===== config.mk =====
export PLATFORM = sky130hd
export DESIGN_NAME = lc3b_wb_stage
export DESIGN_NICKNAME = d
export VERILOG_FILES = /design/src/rtl/lc3b_wb_stage.sv
export SDC_FILE = /design/constraint.sdc
export NUM_CORES = 1
export LEC_CHECK = 0
export ABC_AREA = 0
export BUFFER_PORTS_ARGS = -buffer_cell sky130_fd_sc_hd__buf_2
export CAP_MARGIN = 25
export CELL_PAD_IN_SITES_DETAIL_PLACEMENT = 0
export CELL_PAD_IN_SITES_GLOBAL_PLACEMENT = 1
export CORE_MARGIN = 2
export CORE_UTILIZATION = 42
export CTS_BUF_LIST = sky130_fd_sc_hd__clkbuf_4 sky130_fd_sc_hd__clkbuf_8
export DETAILED_ROUTE_END_ITERATION = 8
export GPL_ROUTABILITY_DRIVEN = 0
export PLACE_DENSITY_LB_ADDON = 0.25
export SYNTH_ARGS = -nofsm -noshare
export SYNTH_HDL_FRONTEND = slang
export SYNTH_SLANG_ARGS = --single-unit

===== constraint.sdc =====
create_clock -name clk -period 2.09 [get_ports clk]
set_input_delay 0.1045 -clock clk [delete_from_list [all_inputs] [get_ports clk]]
set_output_delay 0.1045 -clock clk [all_outputs]
set_load 0.05 [all_outputs]

===== src/rtl/lc3b_wb_stage.sv =====
// LC-3b writeback stage: 2-entry ALU result FIFO, load-priority RF write port, NZP register.
// Optional LC3B_WB_PEND_MASK_EN drives pend_mask from buffered destinations; otherwise it is 0.
module lc3b_wb_stage #(
  parameter int DATA_W = 16,
  parameter int REG_AW = 3
) (
  input  logic              clk,
  input  logic              rst_n,
  input  logic              alu_valid,
  output logic              alu_ready,
  input  logic [DATA_W-1:0] alu_result,
  input  logic [REG_AW-1:0] alu_dr,
  input  logic              alu_setcc,
  input  logic              ld_valid,
  input  logic [DATA_W-1:0] ld_data,
  input  logic [REG_AW-1:0] ld_dr,
  input  logic              ld_setcc,
  input  logic              flush,
  output logic              rf_we,
  output logic [REG_AW-1:0] rf_waddr,
  output logic [DATA_W-1:0] rf_wdata,
  output logic              cc_n,
  output logic              cc_z,
  output logic              cc_p,
  output logic [7:0]        pend_mask
);

  logic [DATA_W-1:0] mem_result [2];
  logic [REG_AW-1:0] mem_dr     [2];
  logic              mem_setcc  [2];
  logic              head, tail;
  logic [1:0]        count;
  logic [2:0]        nzp_q;
  logic              push, pop;

  assign alu_ready = (count < 2'd2) && !flush;
  assign push      = alu_valid && alu_ready;
  assign pop       = !ld_valid && (count != 2'd0) && !flush;

  assign cc_n = nzp_q[2];
  assign cc_z = nzp_q[1];
  assign cc_p = nzp_q[0];

  function automatic logic [2:0] nzp_of(input logic [DATA_W-1:0] d);
    if (d[DATA_W-1])       return 3'b100;
    else if (d == '0)      return 3'b010;
    else                   return 3'b001;
  endfunction

  always_ff @(posedge clk) begin
    if (push) begin
      mem_result[tail] <= alu_result;
      mem_dr[tail]     <= alu_dr;
      mem_setcc[tail]  <= alu_setcc;
    end
  end

  always_ff @(posedge clk or negedge rst_n) begin
    if (!rst_n) begin
      head     <= 1'b0;
      tail     <= 1'b0;
      count    <= 2'd0;
      rf_we    <= 1'b0;
      rf_waddr <= '0;
      rf_wdata <= '0;
      nzp_q    <= 3'b010;
    end else begin
      if (ld_valid) begin
        rf_we    <= 1'b1;
        rf_waddr <= ld_dr;
        rf_wdata <= ld_data;
        if (ld_setcc) nzp_q <= nzp_of(ld_data);
      end else if (pop) begin
        rf_we    <= 1'b1;
        rf_waddr <= mem_dr[head];
        rf_wdata <= mem_result[head];
        if (mem_setcc[head]) nzp_q <= nzp_of(mem_result[head]);
        head     <= ~head;
      end else begin
        rf_we    <= 1'b0;
      end

      if (push) tail <= ~tail;

      // flush also realigns the pointers so the next push lands in slot 0
      if (flush) begin
        count <= 2'd0;
        head  <= 1'b0;
        tail  <= 1'b0;
      end else if (push && !pop) begin
        count <= count + 2'd1;
      end else if (pop && !push) begin
        count <= count - 2'd1;
      end
    end
  end

`ifdef LC3B_WB_PEND_MASK_EN
  logic [1:0] slot_valid;

  always_comb begin
    slot_valid        = 2'b00;
    slot_valid[head]  = (count != 2'd0);
    slot_valid[~head] = (count == 2'd2);
    pend_mask         = 8'h00;
    for (int i = 0; i < 2; i++) begin
      if (slot_valid[i]) pend_mask = pend_mask | (8'h01 << mem_dr[i]);
    end
  end
`else
  assign pend_mask = 8'h00;
`endif

endmodule


==> impl_results.md <==
- Worst Setup Start Kind: register
- Period minus WS final: 1690 ps
- Pleak: 1.56 nW
- Initial core utilization: a little over two fifths
- Delay-heaviest family, CP: compound AO/OA/AOI/OAI gates
- Syn Std Cell Area: 0.00289 mm2
- WHS Path Cells: 3
- RR Startpoint: count[1]$_DFFE_PN0P_
- Clk root buf: clkbuf_8
- Crit-path cells: o21bai_2, buf_4, nor2_1, a21oi_1, o21ai_0
- Hold wc startpoint: ld_data[5]
- Final Hold Viols: 0
- Chip height: 86.9 um
- Post-DRT Antenna Nets: 0
- Pint: 2.36 mW
- Final Cycle Share: between 80 and 90%
- Met2 wire len: 2590 um
- #FFs+latches synth: 67
- Antenna Cells: 0
- M1 WL: ~3200 um
- Slew @ Worst Pin: 741 ps
- Status: finished clean
- Antenna violations before repair: 0
- Rows: 30
- Rel. slew slack: 50.6%
- Crit-path max FO: 33
- GRT Overall Usage: 17.3%
- Distinct cells, synth: 33
- Most common cell in the netlist: edfxtp_1
- Post-route DRC violation count: 0
- Worst Setup SP: count[1]$_DFFE_PN0P_
- Power share of the clock group: approximately a third
- Die Span X: 86.9 um
- # clock sinks: 67
- Asr flop ratio synth: 40.3%
- Path depth of the worst reg2reg path: 5
- Post-synth EDFFs: 40
- Worst-skew pair later-pin latency: roughly 340 ps
- 1st-iter DRT viols: 131
- Largest stage delay on the critical path: 460 ps
- Worst VDD drop: 494 uV
- Switching part of the total: 28.4%
- F_max: roughly 0.59 GHz
- Post-Syn Area per Cell: 12.0 um2
- Drt wl/cell: 14.4 um
- NumNets Final: 390
- Final Util: 56.8%
- Clock Path Buffers: 2
- DR pass1 iterations: 4
- Met3 routed WL: 345 um
- Top cell type's share of synthesized area: between 40% and 50%
- Min-Delay Endpoint: rf_wdata[5]$_DFFE_PN0P_
- Worst path required time: approximately 2300 ps
- FILL cells: 592
- Switching pwr: approximately 0.94 mW
- Max-slew violation count: 0
- # setup viols final: 0
- Synth cell count leaders: 40 x edfxtp_1, 31 x nor2_1, 26 x dfrtp_1, 22 x a21oi_1, 22 x nand2_1
- Reg-to-Reg End: rf_wdata[10]$_DFFE_PN0P_
- Die Area: 0.00755 mm2
- Crit path capture type: register
- Largest net degree at the start of global routing: 47
- H-tree depth: 3
- CTS Buf Count: 9
- Post-Synthesis Cells: between 200 and 250
- Reg2Reg Setup Slack: 400 ps
- Num ports: 77
- RSZ-0062 raised after global routing: false
- Ys flop type: edfxtp_1
- Share of post-route cells with drive strength above 1: 27.1%
- Fin Clk Skew: 10.3 ps
- Critical path buffers and inverters: 1
- Max cap viols: 0
- PD cells: 863 mW/mm2
- First-pass GRT wire length: roughly 9700 um
- Post-CTS Hold Buffers: 33
- YS warnings: 0
- Via density per instance: 4.86
- Comb pwr share: roughly 18%
- Setup bufs post-CTS: 0
- Port bufs: slightly below 70
- Vias: ~2100
- Critical Path AT: 1850 ps
- Setup TNS: 0 ps
- Inst Count DP: 381
- Slowest CP cell: dfrtp_1
- Cts repair resizes: 0
- Post-DP HPWL: 4390 um
- Seq/Total Area, Yosys: 65.1%
- Synthesis-to-layout area growth: 32.3%
- Vias in the first global route: just under 2000
- Final Non-Filler Cells: 430
- Remaining global-route overflow: 0
- CTS tree: done
- Synth area leader: edfxtp_1
- Post-Route WL: 6200 um
- Core region area: 0.00672 mm2
- DR top layer: met4
- Worst-path clk slew: about 80 ps
- Seq pwr share: 47.1%
- Setup CP Type: register to register
- Type of the most critical hold path: input pin to register
- Top post-synthesis cells by area: edfxtp_1 42%, dfrtp_1 23%, mux2i_1 6.6%, nor2_1 4.0%, a21oi_1 3.8%
sequential cells by signal, indices dropped and copies added (netlist names):
| name | cells |
|---|---|
| count | 2 |
| head | 1 |
| mem_dr | 6 |
| mem_result | 32 |
| mem_setcc | 2 |
| nzp_q | 3 |
| rf_waddr | 3 |
| rf_wdata | 16 |
| rf_we | 1 |
| tail | 1 |
final cells by class:
cell class                      count  area, um2  share of cell area (%)
Sequential cell                    67       1880                    49.2
Inverter                            3       11.3                   0.295
Multi-Input combinational cell    158        903                    23.7
Clock buffer                        9        124                    3.25
Clock inverter                      7       91.3                    2.39
Tap cell                           80        100                    2.62
Timing Repair Buffer              106        708                    18.6
placed cells by master, fill, tap and decap left out, types with 2 or more instances in the layout:
cell	count
nand2b_1	2
edfxtp_1	40
nor2b_1	2
dlygate4sd3_1	33
o21ai_0	20
clkbuf_8	9
nand4_1	2
conb_1	8
mux2_2	2
buf_4	5
inv_1	3
a21oi_1	22
nor2_2	2
mux2i_1	19
buf_2	68
dfrtp_1	26
nor3_1	4
nor2_1	29
nor4_1	8
bufinv_16	2
a22oi_1	2
and3_1	2
nand2_1	22
or2b_1	2
clkinv_2	2
per-stage QoR:
stage	hold WS, ps	power (mW)	instance area [um2]	setup slack [ps]
after global placement	164	2.11	3270	479
after detailed placement	158	2.12	3270	411
final	17.2	3.29	3820	402
after CTS	0.552	3.33	3820	385
after global routing	26.4	3.44	3820	280
after floorplan	-191	1.97	2920	128
worst register-to-register path, stage by stage (launching register included):
cell and delay (ps):
dfrtp_1 460, o21bai_2 330, buf_4 380, nor2_1 110, a21oi_1 130, o21ai_0 110
logic make-up (layout without fill, tap and decap cells):
| kind of cell | Yosys count | count (layout) | share of synthesized area (%) |
|---|---|---|---|
| buffers and inverters | 23 | 125 | 4.81 |
| muxes | 21 | 21 | 7.37 |
| DFF | 67 | 67 | 65.1 |
| AOI/OAI and AO/OA | 50 | 50 | 9.97 |
| and+or+nand+nor | 78 | 78 | 12.3 |
| xor gates and xnor gates | 1 | 1 | 0.304 |
| other | 1 | 8 | 0.130 |
how the worst max path moves through the flow:
stage | endpoint | slack, ps | cells past startpoint
after detailed placement | rf_wdata[10]$_DFFE_PN0P_ | 410 | 5
after CTS | rf_wdata[10]$_DFFE_PN0P_ | 380 | 5
final | rf_wdata[10]$_DFFE_PN0P_ | 400 | 5
after floorplan | mem_dr[0][0]$_DFFE_PP_ | 130 | 3
after global placement | rf_wdata[3]$_DFFE_PN0P_ | 480 | 5
after global routing | rf_wdata[11]$_DFFE_PN0P_ | 280 | 5
per-layer routing:
layer	global-route usage (%)	up-vias
met5	0	-
met4	5.97	0
met3	4.93	6
met2	24.1	63
met1	25.9	961
li1	-	1060
power by group through the flow:
stage	registers, mW	logic (mW)	clock network [mW]
after floorplan	1.74	0.224	0
after global placement	1.58	0.535	0
after detailed placement	1.58	0.542	0
after CTS	1.55	0.590	1.19
after global routing	1.56	0.631	1.25
final	1.55	0.586	1.16
Power figures use the tool's default switching activity.
